<file path="src/rtl/fir_stream_driver_if.sv">
// Sample, config and result signals between the FIR stream driver (master)
// and its surroundings: upstream source, config source, FIR core, result sink.
interface fir_stream_driver_if #(
   parameter int TAP_SIZE    = 3,
   parameter int NBR_OF_TAPS = 3,
   parameter int X_N_SIZE    = 8,
   parameter int Y_N_SIZE    = 11
);
   logic signed [X_N_SIZE-1:0]         s_data;
   logic                               s_valid;
   logic                               s_ready;
   logic                               cfg_req;
   logic [NBR_OF_TAPS*TAP_SIZE-1:0]    cfg_taps;
   logic                               cfg_done;
   logic signed [X_N_SIZE-1:0]         fir_x_n;
   logic                               fir_tvalid;
   logic                               fir_set_coeffs;
   logic signed [Y_N_SIZE-1:0]         fir_y_n;
   logic                               m_y_valid;
   logic signed [Y_N_SIZE-1:0]         m_y_data;
   logic                               busy;

   modport master (
      input  s_data, s_valid, cfg_req, cfg_taps, fir_y_n,
      output s_ready, cfg_done, fir_x_n, fir_tvalid, fir_set_coeffs,
             m_y_valid, m_y_data, busy
   );

   modport slave (
      output s_data, s_valid, cfg_req, cfg_taps, fir_y_n,
      input  s_ready, cfg_done, fir_x_n, fir_tvalid, fir_set_coeffs,
             m_y_valid, m_y_data, busy
   );
endinterface

</file>
<file path="src/rtl/fir_stream_driver.sv">
// Drives the FIR core's x_n/tvalid/set_coeffs in lockstep with its
// GET_DATA/CALC/SET_OUTPUT/CONFIG sequence and strobes out each new result.
module fir_stream_driver #(
   parameter int TAP_SIZE    = 3,
   parameter int NBR_OF_TAPS = 3,
   parameter int X_N_SIZE    = 8,
   parameter int Y_N_SIZE    = 11,
   parameter int BOOT_CYCLES = 4
) (
   input logic                 clk,
   input logic                 reset,
   fir_stream_driver_if.master bus
);
   localparam int FRAME = NBR_OF_TAPS + 3;
   localparam int PW    = $clog2(FRAME);
   localparam int BW    = $clog2(BOOT_CYCLES + 1);
   localparam int CW    = $clog2(NBR_OF_TAPS + 1);

   localparam logic [PW-1:0] P_LAST   = PW'(FRAME - 1);
   localparam logic [BW-1:0] B_LAST   = BW'(BOOT_CYCLES - 1);
   localparam logic [CW-1:0] CFG_LAST = CW'(NBR_OF_TAPS - 1);

   typedef enum logic [2:0] {BOOT, IDLE, ARM, STREAM, DRAIN, CFG, CFG_TAIL} state_t;

   state_t                state, state_nx;
   logic [BW-1:0]         boot_cnt;
   logic [PW-1:0]         phase;
   logic [CW-1:0]         cfg_cnt;
   logic                  full;
   logic [X_N_SIZE-1:0]   held;
   logic                  result_pending;

   logic [X_N_SIZE-1:0]   x_n_nx;
   logic                  tvalid_nx, set_nx, done_nx, consume, capture;
   logic [TAP_SIZE-1:0]   tap_sel;
   int                    tap_idx;

   // cfg_done is high during the first IDLE cycle; the requester may still
   // be holding cfg_req then, so that cycle must not start another load.
   logic cfg_start;
   assign cfg_start   = bus.cfg_req && !bus.cfg_done;
   assign bus.s_ready = ~full;

   always_comb begin
      state_nx = state;
      unique case (state)
         BOOT:     if (boot_cnt == B_LAST) state_nx = IDLE;
         IDLE:     if (cfg_start) state_nx = CFG;
                   else if (full) state_nx = ARM;
         ARM:      state_nx = STREAM;
         STREAM:   if (phase == P_LAST && !full) state_nx = DRAIN;
         DRAIN:    state_nx = IDLE;
         CFG:      if (cfg_cnt == CFG_LAST) state_nx = CFG_TAIL;
         CFG_TAIL: state_nx = IDLE;
         default:  state_nx = BOOT;
      endcase
   end

   // Taps go out highest first; c0 is the core's final shift in CFG_TAIL.
   assign tap_idx = NBR_OF_TAPS - 1 - int'(cfg_cnt);
   assign tap_sel = bus.cfg_taps[tap_idx*TAP_SIZE +: TAP_SIZE];

   always_comb begin
      x_n_nx    = bus.fir_x_n;
      tvalid_nx = bus.fir_tvalid;
      set_nx    = 1'b0;
      done_nx   = 1'b0;
      consume   = 1'b0;
      capture   = result_pending &&
                  ((state == STREAM && phase == '0) || state == DRAIN);
      unique case (state)
         IDLE: begin
            if (cfg_start) begin
               x_n_nx    = '0;
               tvalid_nx = 1'b0;
               set_nx    = 1'b1;
            end else if (full) begin
               x_n_nx    = held;
               tvalid_nx = 1'b1;
               consume   = 1'b1;
            end
         end
         STREAM: begin
            if (phase == P_LAST) begin
               if (full) begin
                  x_n_nx  = held;
                  consume = 1'b1;
               end else begin
                  x_n_nx    = '0;
                  tvalid_nx = 1'b0;
               end
            end
         end
         CFG: begin
            set_nx = (cfg_cnt != CFG_LAST);
            x_n_nx = '0;
            x_n_nx[TAP_SIZE-1:0] = tap_sel;
         end
         CFG_TAIL: begin
            x_n_nx  = '0;
            done_nx = 1'b1;
         end
         default: ;
      endcase
   end

   always_ff @(posedge clk) begin
      if (reset) begin
         state              <= BOOT;
         boot_cnt           <= '0;
         phase              <= '0;
         cfg_cnt            <= '0;
         full               <= 1'b0;
         held               <= '0;
         result_pending     <= 1'b0;
         bus.fir_x_n        <= '0;
         bus.fir_tvalid     <= 1'b0;
         bus.fir_set_coeffs <= 1'b0;
         bus.cfg_done       <= 1'b0;
         bus.m_y_valid      <= 1'b0;
         bus.m_y_data       <= '0;
         bus.busy           <= 1'b0;
      end else begin
         state    <= state_nx;
         boot_cnt <= (state == BOOT) ? boot_cnt + BW'(1) : '0;
         phase    <= (state == STREAM && phase != P_LAST) ? phase + PW'(1) : '0;
         cfg_cnt  <= (state == CFG) ? cfg_cnt + CW'(1) : '0;

         if (consume)
            full <= 1'b0;
         else if (bus.s_valid && !full) begin
            full <= 1'b1;
            held <= bus.s_data;
         end

         // Result appears on fir_y_n the cycle after SET_OUTPUT.
         if (capture)
            result_pending <= 1'b0;
         else if (state == STREAM && phase == P_LAST)
            result_pending <= 1'b1;
         bus.m_y_valid <= capture;
         if (capture) bus.m_y_data <= bus.fir_y_n;

         bus.fir_x_n        <= x_n_nx;
         bus.fir_tvalid     <= tvalid_nx;
         bus.fir_set_coeffs <= set_nx;
         bus.cfg_done       <= done_nx;
         bus.busy           <= (state_nx != IDLE);
      end
   end
endmodule

</file>
<file path="src/flat_wrapper.sv">
// flat-port wrapper written by rule: the top's interface ports become plain ports
module fir_stream_driver_flat 
#(
   parameter int TAP_SIZE    = 3,
   parameter int NBR_OF_TAPS = 3,
   parameter int X_N_SIZE    = 8,
   parameter int Y_N_SIZE    = 11,
   parameter int BOOT_CYCLES = 4
)
  (clk, reset, bus_s_data, bus_s_valid, bus_cfg_req, bus_cfg_taps, bus_fir_y_n, bus_s_ready, bus_cfg_done, bus_fir_x_n, bus_fir_tvalid, bus_fir_set_coeffs, bus_m_y_valid, bus_m_y_data, bus_busy);
  fir_stream_driver_if #(.TAP_SIZE(TAP_SIZE), .NBR_OF_TAPS(NBR_OF_TAPS), .X_N_SIZE(X_N_SIZE), .Y_N_SIZE(Y_N_SIZE)) bus_i ();
  input logic clk;
  input logic reset;
  input wire logic [$bits(bus_i.s_data)-1:0] bus_s_data;
  input wire logic [$bits(bus_i.s_valid)-1:0] bus_s_valid;
  input wire logic [$bits(bus_i.cfg_req)-1:0] bus_cfg_req;
  input wire logic [$bits(bus_i.cfg_taps)-1:0] bus_cfg_taps;
  input wire logic [$bits(bus_i.fir_y_n)-1:0] bus_fir_y_n;
  output wire logic [$bits(bus_i.s_ready)-1:0] bus_s_ready;
  output wire logic [$bits(bus_i.cfg_done)-1:0] bus_cfg_done;
  output wire logic [$bits(bus_i.fir_x_n)-1:0] bus_fir_x_n;
  output wire logic [$bits(bus_i.fir_tvalid)-1:0] bus_fir_tvalid;
  output wire logic [$bits(bus_i.fir_set_coeffs)-1:0] bus_fir_set_coeffs;
  output wire logic [$bits(bus_i.m_y_valid)-1:0] bus_m_y_valid;
  output wire logic [$bits(bus_i.m_y_data)-1:0] bus_m_y_data;
  output wire logic [$bits(bus_i.busy)-1:0] bus_busy;
  assign bus_i.s_data = bus_s_data;
  assign bus_i.s_valid = bus_s_valid;
  assign bus_i.cfg_req = bus_cfg_req;
  assign bus_i.cfg_taps = bus_cfg_taps;
  assign bus_i.fir_y_n = bus_fir_y_n;
  assign bus_s_ready = bus_i.s_ready;
  assign bus_cfg_done = bus_i.cfg_done;
  assign bus_fir_x_n = bus_i.fir_x_n;
  assign bus_fir_tvalid = bus_i.fir_tvalid;
  assign bus_fir_set_coeffs = bus_i.fir_set_coeffs;
  assign bus_m_y_valid = bus_i.m_y_valid;
  assign bus_m_y_data = bus_i.m_y_data;
  assign bus_busy = bus_i.busy;
  fir_stream_driver #(.TAP_SIZE(TAP_SIZE), .NBR_OF_TAPS(NBR_OF_TAPS), .X_N_SIZE(X_N_SIZE), .Y_N_SIZE(Y_N_SIZE), .BOOT_CYCLES(BOOT_CYCLES)) u_core (.clk(clk), .reset(reset), .bus(bus_i));
endmodule
</file>
<file path="config.mk">
export PLATFORM = sky130hd
export DESIGN_NAME = fir_stream_driver_flat
export DESIGN_NICKNAME = d
export VERILOG_FILES = /design/src/rtl/fir_stream_driver_if.sv /design/src/rtl/fir_stream_driver.sv /design/src/flat_wrapper.sv
export SDC_FILE = /design/constraint.sdc
export NUM_CORES = 1
export LEC_CHECK = 0
export BUFFER_PORTS_ARGS = -buffer_cell sky130_fd_sc_hd__buf_2
export CORE_UTILIZATION = 46
export CTS_BUF_LIST = sky130_fd_sc_hd__clkbuf_16
export CTS_CLUSTER_SIZE = 24
export DETAILED_ROUTE_END_ITERATION = 6
export PLACE_DENSITY = 0.75
export SLEW_MARGIN = 20
export SYNTH_ARGS = -nofsm -noshare
export SYNTH_HDL_FRONTEND = slang
export SYNTH_SLANG_ARGS = --single-unit
</file>
<file path="constraint.sdc">
create_clock -name clk -period 1.8 [get_ports clk]
set_input_delay 0 -clock clk [delete_from_list [all_inputs] [get_ports clk]]
set_output_delay 0 -clock clk [all_outputs]
set_load 0.005 [all_outputs]
</file>
== Word level (Yosys, flattened, before mapping) ==
Cells that the tools add are included.
Widths: inputs -> output; s select.
Word-level totals
  register bits: 45
  input bits: 32
  output and inout bits: 25
  word-level logic and storage cells: 86
Operators by class
  add/subtract/negate cells: 4
  $mul: 1
  equal/unequal tests: 15
  shifts and indexed selects: 1
  multiplexer cells: 23
  bitwise operators: 5
  reductions and logical operators: 23
Operators by type and width (number)
  $mul 32x3->32 const B: 1
  $mux 8: 4
  $pmux 8 s4: 1
  $shiftx 9x32->3: 1
  $pmux 3 s6: 1
  $mux 3: 5
  $eq 3x3->1 const B: 4
  $reduce_or 2->1: 6
  $eq 3x2->1 const B: 3
  $mux 1: 9
  $logic_and 1x1->1: 7
  $add 3x1->3 const B: 2
  $logic_not 3->1: 2
  $ne 2x2->1 const B: 3
  $ne 3x1->1 const B: 2
  $pmux 1 s2: 3
  $not 1->1: 5
  $reduce_and 4->1: 1
  $reduce_bool 4->1: 1
  $eq 3x1->1 const B: 1
  $ne 3x3->1 const B: 1
  $reduce_and 3->1: 1
  $sub 2x2->3 const A: 1
  $add 2x1->2 const B: 1
  5 further kinds: 6

== Longest topological paths before layout ==
Gate-level depths: netlist (run 1).
  depth in word-level cells: 6
  gate-level depth with buffers: 8
  mapped depth without buffers: 7

== Worst setup path before layout (run 1) ==
OpenSTA, ideal clock, no wires.
  path type: reg2reg
  from: reg u_core.cfg_cnt[0]
  to: reg u_core.bus.fir_x_n[0]
  setup time: 0.132 ns
  arrival time: 1.708 ns
  data required time: 1.668 ns
  path slack: -0.040 ns
  stages on the path, launching flop included: 6
  buffers on the path: 0
  period minus slack after synthesis: 1.840 ns
  path through: dfxtp_1 > inv_1 > ha_1 > mux4_2 > a221oi_2 > nor3_1
On the way
  cells in the longest elaborated chain, start to end: 4
Ends and longest elaborated chain
  start: declaration: RTL line fir_stream_driver.sv:28  | logic [CW-1:0] cfg_cnt;
  start signal: assignment: RTL line fir_stream_driver.sv:127  | cfg_cnt <= (state == CFG) ? cfg_cnt + CW'(1) : '0;
  $sub 2x2->3: RTL line fir_stream_driver.sv:60  | assign tap_idx = NBR_OF_TAPS - 1 - int'(cfg_cnt);
  $mul 32x3->32: RTL line fir_stream_driver.sv:61  | assign tap_sel = bus.cfg_taps[tap_idx*TAP_SIZE +: TAP_SIZE];
  $shiftx 9x32->3: RTL line fir_stream_driver.sv:61
  $pmux 8 s4: RTL line fir_stream_driver.sv:71  | unique case (state)
  end signal: assignment: RTL line fir_stream_driver.sv:144  | bus.fir_x_n <= x_n_nx;
  end: declaration: RTL line fir_stream_driver_if.sv:25  | output s_ready, cfg_done, fir_x_n, fir_tvalid, fir_set_coeffs,
No other way between the ends.
A chain may end at the register's enable or synchronous reset.

== Worst setup path after layout (run 1) ==
Same ends and word-level chain as after synthesis.

==> summary.md, run 1 <==
| Metric | Value |
|---|---|
| Status | `complete, no violations` |
| Rows | `23` |
| WHS Path Cells | `4` |
| Hold Path Origin | `bus_cfg_req` |
| Die width | `68.7 um` |
| Final setup viols | `0` |
| Max_cap viols | `0` |
| Max-slew violations | `0` |
| PwrDens | `between 900 and 1000 nW/um2` |
| Final setup TNS | `0 ps` |
| CTS HTree Levels | `2` |
| Clk Tree Root Cell | `clkbuf_16` |
| WL per Instance | `12.2 um` |
| Synth top area share | `44.1%` |
| R2R depth | `5` |
| Final Util | `between 60% and 70%` |
| Hold Crit Endpoint | `u_core.bus.fir_tvalid$_SDFFE_PP0P_` |
| Port-buffer cells | `56` |
| Pre-CTS WS | `-39.0 ps` |
| Fin area | `2770 um2` |
| Ys flop type | `dfxtp_1` |
| Worst-Margin Slew | `695 ps` |
| ANT cells | `0` |
| Placed cell areas | `2420 um2` |
| Number of library cell types mapped by synthesis | `46` |
| Worst reg2reg endpoint | `u_core.bus.fir_x_n[0]$_SDFFE_PP0P_` |
| Detailed Place HPWL | `~3000 um` |
| RSZ-0062 raised after global routing | `false` |
| Crit path max fanout | `5` |
| Final wirelength | `4360 um` |
| Syn nets | `264` |
| Layer with the highest usage | `met2` |
| Layout area overhead | `35.3%` |
| Clk_skew | `around 8.2 ps` |
| Overall Global Routing Usage | `a little over 20%` |
| VDD IR-drop max | `0.530 mV` |
| Vias per inst | `5.12` |
| CTS tree | `done` |
| DR DRC count | `0` |
| Largest net degree at the start of global routing | `40` |
| NumNets Final | `346` |
| Syn Area/Cell | `slightly above 9 um2` |
| Dpl cells | `330` |
| Hold Fails Final Rpt | `0` |
| Clock buffer depth | `2` |
| Worst slew margin | `approximately 54%` |
| Synth top area cells | `dfxtp_1 (44%), mux2i_1 (6.9%), nor2_1 (5.7%)` |
| Clock sinks | `between 40 and 50` |
| Flop-to-flop setup slack | `about 100 ps` |
| Filler cells | `332` |
| Cts bufs inserted | `5` |
| Worst setup SP type | `register` |
| Global Route met1 Usage | `24.8%` |
| FF+latch count, synth | `45` |
| Share of layout cells above drive strength 1 | `31.3%` |
| Crit. End Element | `register` |
| Leading area contributor after synthesis | `dfxtp_1` |
| Asr flop ratio synth | `0%` |
| Worst path required time | `1940 ps` |
| Die Ht | `68.7 um` |
| Most frequent cell after synthesis | `dfxtp_1` |
| EDFF count, synth | `0` |
| Number of synthesis warnings | `0` |
| Hold_ws | `196 ps` |
| GPL Wtd Cong | `0.822` |
| Final Power | `2.57 mW` |
| Non-Filler Instances | `roughly 360` |
| DRT Pass-1 Iters | `4` |
| Post-synthesis sequential area ratio | `44.1%` |
| GR Util met3 | `4.93%` |
| Cells after Synth | `approximately 220` |
| Reg2Reg Launch Point | `u_core.cfg_cnt[0]$_SDFF_PP0_` |
| Vias in the first global route | `about 1600` |
| HP Class | `primary input to register` |
| Die area | `4710 um2` |
| Ports | `57` |
| Commonest cells in the netlist | `dfxtp_1 (45), nor2_1 (31), nand2_1 (29)` |
| Syn Std Cell Area | `2040 um2` |
| Core area | `approximately 4100 um2` |
| Top achievable clock speed | `588 MHz` |
| Initial antenna violation count | `0` |
| CP Data Arrival Time | `1840 ps` |
| Routed vias | `1828` |
| Worst-skew pair later-pin latency | `slightly below 300 ps` |
| Worst setup margin | `~100 ps` |
| Initial Util | `49.3%` |
| Iteration-0 DRC Markers | `90` |
| Crit path kind | `register to register` |
| First-pass GRT wire length | `a little over 7000 um` |
| Leak | `1.29 nW` |
| Final Cycle Share | `94.5%` |
| Remaining Overflow, GRT | `0` |
| Worst-path clk slew | `60 ps` |
| Met2 Track Usage GR | `34.7%` |
| Post-route minimum period | `1700 ps` |
| Post-detailed-route count of antenna-violating nets | `0` |
[final cells by class]
cell class,count,area (um2),share of cell area [%]
clock buffers,5,125,4.52
clock inverters,3,22.5,0.814
inverters,8,30.0,1.09
multi-input cells,159,1060,38.5
flip-flops and latches,45,901,32.6
well taps,50,62.6,2.26
repair buffers,87,561,20.3
[routing by layer]
layer | vias to the layer above | part of all wire, %
met3 | 7 | 5.4
met2 | 57 | 46
li1 | 937 | -
met1 | 827 | 47
met4 | 0 | 0.92
met5 | - | 0
[critical path: stages, from the launching register on]
cell and delay (ps):
dfxtp_1 350, inv_2 70, ha_4 300, mux4_2 510
a221oi_2 260, nor3_1 80
[placed cells by master, fill, tap and decap left out, types with 3 or more instances in the layout]
cell           instances
buf_2                 56
nor2_1                31
dlygate4sd3_1         19
a21oi_1               19
buf_4                 12
nor3_1                 6
nand2_1               29
inv_1                  6
mux2i_1               14
a31oi_1                4
nand2b_1               3
dfxtp_1               45
nand3_1                7
clkbuf_16              5
nor2b_1                4
ha_1                   7
[flip-flops by register name (all words and copies together), names as in the netlist, 2 cells and up]
| name | count |
|---|---|
| u_core.bus.m_y_data | 11 |
| u_core.bus.fir_x_n | 8 |
| u_core.held | 8 |
| u_core.boot_cnt | 3 |
| u_core.phase | 3 |
| u_core.state | 3 |
| u_core.cfg_cnt | 2 |
[power breakdown]
| part | internal, mW | switching, mW | total (mW) | leakage (nW) |
|---|---|---|---|---|
| combinational | 0.257 | 0.274 | 0.531 | 0.854 |
| sequential | 1.08 | 0.0677 | 1.15 | 0.365 |
| clock | 0.516 | 0.378 | 0.893 | 0.0738 |
| total | 1.85 | 0.719 | 2.57 | 1.29 |
[kinds of logic after synthesis]
| logic type | after synthesis | synth area share (%) |
|---|---|---|
| buffers and inverters | 20 | 4.90 |
| adder cells (fa/ha/maj) | 8 | 4.90 |
| multiplexers | 16 | 9.06 |
| XOR/XNOR | 1 | 0.428 |
| AND/OR/NAND/NOR | 90 | 20.3 |
| flip-flops | 45 | 44.1 |
| AO/OA/AOI/OAI | 44 | 16.3 |
[how the worst max path moves through the flow]
stage | from | end | slack [ps]
global route | u_core.cfg_cnt[0]$_SDFF_PP0_ | u_core.bus.fir_x_n[1]$_SDFFE_PP0P_ | 10
detailed placement | u_core.phase[0]$_SDFF_PP0_ | u_core.bus.m_y_data[7]$_SDFFE_PP0P_ | -40
global placement | u_core.phase[0]$_SDFF_PP0_ | u_core.bus.m_y_data[6]$_SDFFE_PP0P_ | -3
CTS | u_core.cfg_cnt[0]$_SDFF_PP0_ | u_core.bus.fir_x_n[0]$_SDFFE_PP0P_ | 60
finish | u_core.cfg_cnt[0]$_SDFF_PP0_ | u_core.bus.fir_x_n[0]$_SDFFE_PP0P_ | 100
floorplan | u_core.cfg_cnt[0]$_SDFF_PP0_ | u_core.bus.fir_x_n[0]$_SDFFE_PP0P_ | 30
[what timing repair did]
item | 4_1_cts | 5_1_grt
cloned | 0 | 0
resized for setup | 1 | 3
hold buffers | 19 | 0
pin swaps | 0 | 1
setup buffers | 0 | 0
endpoints found under the setup margin | 11 | 4
hold endpoints to repair | 19 | 0
No activity file was read; power rests on OpenSTA's default activity.
==> run 2: changes to the inputs <==
--- a/config.mk
+++ b/config.mk
@@ -6,11 +6,10 @@
 export NUM_CORES = 1
 export LEC_CHECK = 0
 export BUFFER_PORTS_ARGS = -buffer_cell sky130_fd_sc_hd__buf_2
-export CORE_UTILIZATION = 46
+export CORE_UTILIZATION = 30
 export CTS_BUF_LIST = sky130_fd_sc_hd__clkbuf_16
 export CTS_CLUSTER_SIZE = 24
 export DETAILED_ROUTE_END_ITERATION = 6
-export PLACE_DENSITY = 0.75
 export SLEW_MARGIN = 20
 export SYNTH_ARGS = -nofsm -noshare
 export SYNTH_HDL_FRONTEND = slang
==> summary.md, run 2 (synthesis gave the netlist of run 1 again) <==
| Metric | Value |
|---|---|
| CP max stage delay | `520 ps (about the same)` |
| Share of layout cells above drive strength 1 | `31.4% (+0.12 points)` |
| DRT Pass-1 Iters | `6 (+2)` |
| Worst path required time | `1940 ps (about the same)` |
| Overall Global Routing Usage | `13.6% (-6.6 points)` |
| Final Util | `43.6% (-23 points)` |
| Ports | `57 (unchanged)` |
| Final wirelength | `4530 um (+4.0%)` |
| HP Class | `primary input to register` |
| Max_cap viols | `0 (unchanged)` |
| Non-Filler Instances | `386 (+8.1%)` |
| NumNets Final | `348 (+0.58%)` |
| Initial antenna violation count | `0 (unchanged)` |
| Internal | `1.85 mW (about the same)` |
| Rows | `29 (+26%)` |
| Top achievable clock speed | `584 MHz (-0.74%)` |
| Worst setup startpoint | `u_core.cfg_cnt[0]$_SDFF_PP0_` |
| Slowest-stage cell, CP | `mux4_2` |
| Clk pwr share | `34.8% (about the same)` |
| Cts bufs inserted | `5 (unchanged)` |
| PwrDens | `910 nW/um2 (-2.2%)` |
| GPL Wtd Cong | `0.801 (-2.6%)` |
| Most frequent cells in the layout | `buf_2 (56), dfxtp_1 (45), nor2_1 (31)` |
| Share of total power in sequential cells | `44.5% (-0.2 points)` |
| First-pass GRT wire length | `7700 um (+9.3%)` |
| Core area | `6460 um2 (+56%)` |
| R2R depth | `5 (unchanged)` |
| Routed vias | `1825 (-0.16%)` |
| Reg2Reg Launch Point | `u_core.cfg_cnt[0]$_SDFF_PP0_` |
| Clk Tree Root Cell | `clkbuf_16` |
| Failing checks | `design-rule violations` |
| Final setup viols | `0 (unchanged)` |
| Worst reg2reg endpoint | `u_core.bus.fir_x_n[0]$_SDFFE_PP0P_` |
| Vias in the first global route | `1675 (+3.6%)` |
| Iteration-0 DRC Markers | `92 (+2.2%)` |
| Register bank with the most flops | `u_core.bus.m_y_data` |
| Status | `complete, but fails checks` |
| Die area | `7150 um2 (+52%)` |
| Die Ht | `84.6 um (+23%)` |
| Remaining Overflow, GRT | `0 (unchanged)` |
| Clock buffer depth | `2 (unchanged)` |
| Post-route minimum period | `1710 ps (+12.7 ps)` |
| Clock sinks | `45 (unchanged)` |
| Crit path max fanout | `5 (unchanged)` |
| CP Data Arrival Time | `1850 ps (about the same)` |
| Multi-input logic area | `1060 um2 (unchanged)` |
| Final setup TNS | `0 ps (unchanged)` |
| Worst setup SP type | `register` |
| Crit path kind | `register to register` |
| Clk_skew | `5.51 ps (-2.64 ps)` |
| Max-slew violations | `0 (unchanged)` |
| Commonest non-fill, non-tap cell in the layout | `buf_2` |
| Post-detailed-route count of antenna-violating nets | `0 (unchanged)` |
| Flop-to-flop setup slack | `90 ps (about the same)` |
| Worst-skew pair later-pin latency | `280 ps (about the same)` |
| Worst-path clk slew | `60 ps (about the same)` |
| Hold Fails Final Rpt | `0 (unchanged)` |
| Psw | `0.709 mW (-1.5%)` |
| VDD IR-drop max | `0.496 mV (-6.4%)` |
| Final Cycle Share | `95.2% (+0.71 points)` |
| Initial Util | `31.7% (-18 points)` |
| Levels on crit path | `5 (unchanged)` |
| Largest net degree at the start of global routing | `40 (unchanged)` |
| Gate power share | `20.7% (about the same)` |
| RSZ-0062 raised after global routing | `false` |
| CTS tree | `done` |
| Port-buffer cells | `56 (unchanged)` |
| Worst-Margin Slew | `733 ps (+38.8 ps)` |
| Hold Crit Endpoint | `u_core.held[3]$_SDFFE_PP0P_` |
| Filler cells | `658 (+98%)` |
| Register area | `901 um2 (unchanged)` |
| Post-CTS Setup Inserts | `0 (unchanged)` |
| Die width | `84.6 um (+23%)` |
| WHS Path Cells | `4 (unchanged)` |
| Crit. End Element | `register` |
| Hold_ws | `191 ps (-4.93 ps)` |
| Worst Path Buf+Inv | `1 (unchanged)` |
| Worst path top cell family by delay | `multiplexers` |
| CTS HTree Levels | `2 (unchanged)` |
| Layout area overhead | `37.6%` |
| Hold Path Origin | `bus_s_valid` |
| Vias per inst | `4.73 (-7.7%)` |
| Dpl cells | `359 (+8.8%)` |
| Crit-path cells | `inv_1 -> ha_4 -> mux4_2 -> a221oi_2 -> nor3_1` |
| DR DRC count | `2 (+2)` |
| Sw Ratio | `27.7% (-0.29 points)` |
| Detailed Place HPWL | `3170 um (+6.9%)` |
| ANT cells | `0 (unchanged)` |
| Top flop regs | `u_core.bus.m_y_data: 11 flops, u_core.bus.fir_x_n: 8 flops, u_core.held: 8 flops` |
| WL per Instance | `11.7 um (-3.8%)` |
| Max reg flops | `11 (unchanged)` |
| Leak | `1.30 nW (+0.43%)` |
| Worst slew margin | `51.1% (-2.6 points)` |
[run 2: cell count changes in the layout (fill, tap and decap cells not counted), sizes merged]
cell | previous run | this run
inv | 8 | 9
clkinv | 3 | 1
clkinvlp | 0 | 1
buf | 68 | 70
[run 2: worst register-to-register path: stages (launching register included)]
cell and delay (ps):
dfxtp_1 330, inv_1 100, ha_4 320, mux4_2 520, a221oi_2 240, nor3_1 70
[run 2: per-layer routing]
layer	GRT usage [%]	vias up	wire length, um
li1	-	940	-
met1	16.0	828	2030
met2	23.8	55	2210
met3	3.64	2	234
met4	5.08	0	57
met5	0	-	0
[run 2: worst max path at each step]
stage | slack [ps] | end
after floorplan | 30 | u_core.bus.fir_x_n[0]$_SDFFE_PP0P_
after global placement | 40 | u_core.bus.m_y_data[0]$_SDFFE_PP0P_
after detailed placement | -60 | u_core.bus.m_y_data[8]$_SDFFE_PP0P_
after CTS | 80 | u_core.bus.fir_x_n[0]$_SDFFE_PP0P_
after global routing | 20 | u_core.bus.fir_x_n[0]$_SDFFE_PP0P_
final | 90 | u_core.bus.fir_x_n[0]$_SDFFE_PP0P_
[run 2: repair_timing]
action | CTS | global route
endpoints found under the hold margin | 19 | 0
hold buffers | 19 | 0
resized for setup | 1 | 2
gates cloned | 0 | 0
setup endpoints to repair | 11 | 3
[run 2: power groups by stage]
stage,sequential [mW],clock (mW),combinational (mW)
2_1_floorplan,1.15,0,0.337
3_3_place_gp,1.16,0,0.495
3_5_place_dp,1.16,0,0.496
4_1_cts,1.14,0.920,0.532
5_1_grt,1.15,0.966,0.601
6_report,1.14,0.892,0.530
[run 2: through the flow]
step | instance area, um2 | total power [mW] | setup WS (ps)
after floorplan | 2060 | 1.49 | 33.7
after global placement | 2470 | 1.66 | 39.2
after detailed placement | 2470 | 1.66 | -56.1
after CTS | 2810 | 2.59 | 79.0
after global routing | 2810 | 2.72 | 16.5
final | 2810 | 2.56 | 87.1
[run 2: layout make-up]
class                           count  share of cell area (%)
Multi-Input combinational cell    159                    37.8
Sequential cell                    45                    32.0
Timing Repair Buffer               89                    20.5
Clock buffer                        5                    4.45
Tap cell                           77                    3.42
Inverter                            8                    1.07
Clock inverter                      3                   0.756
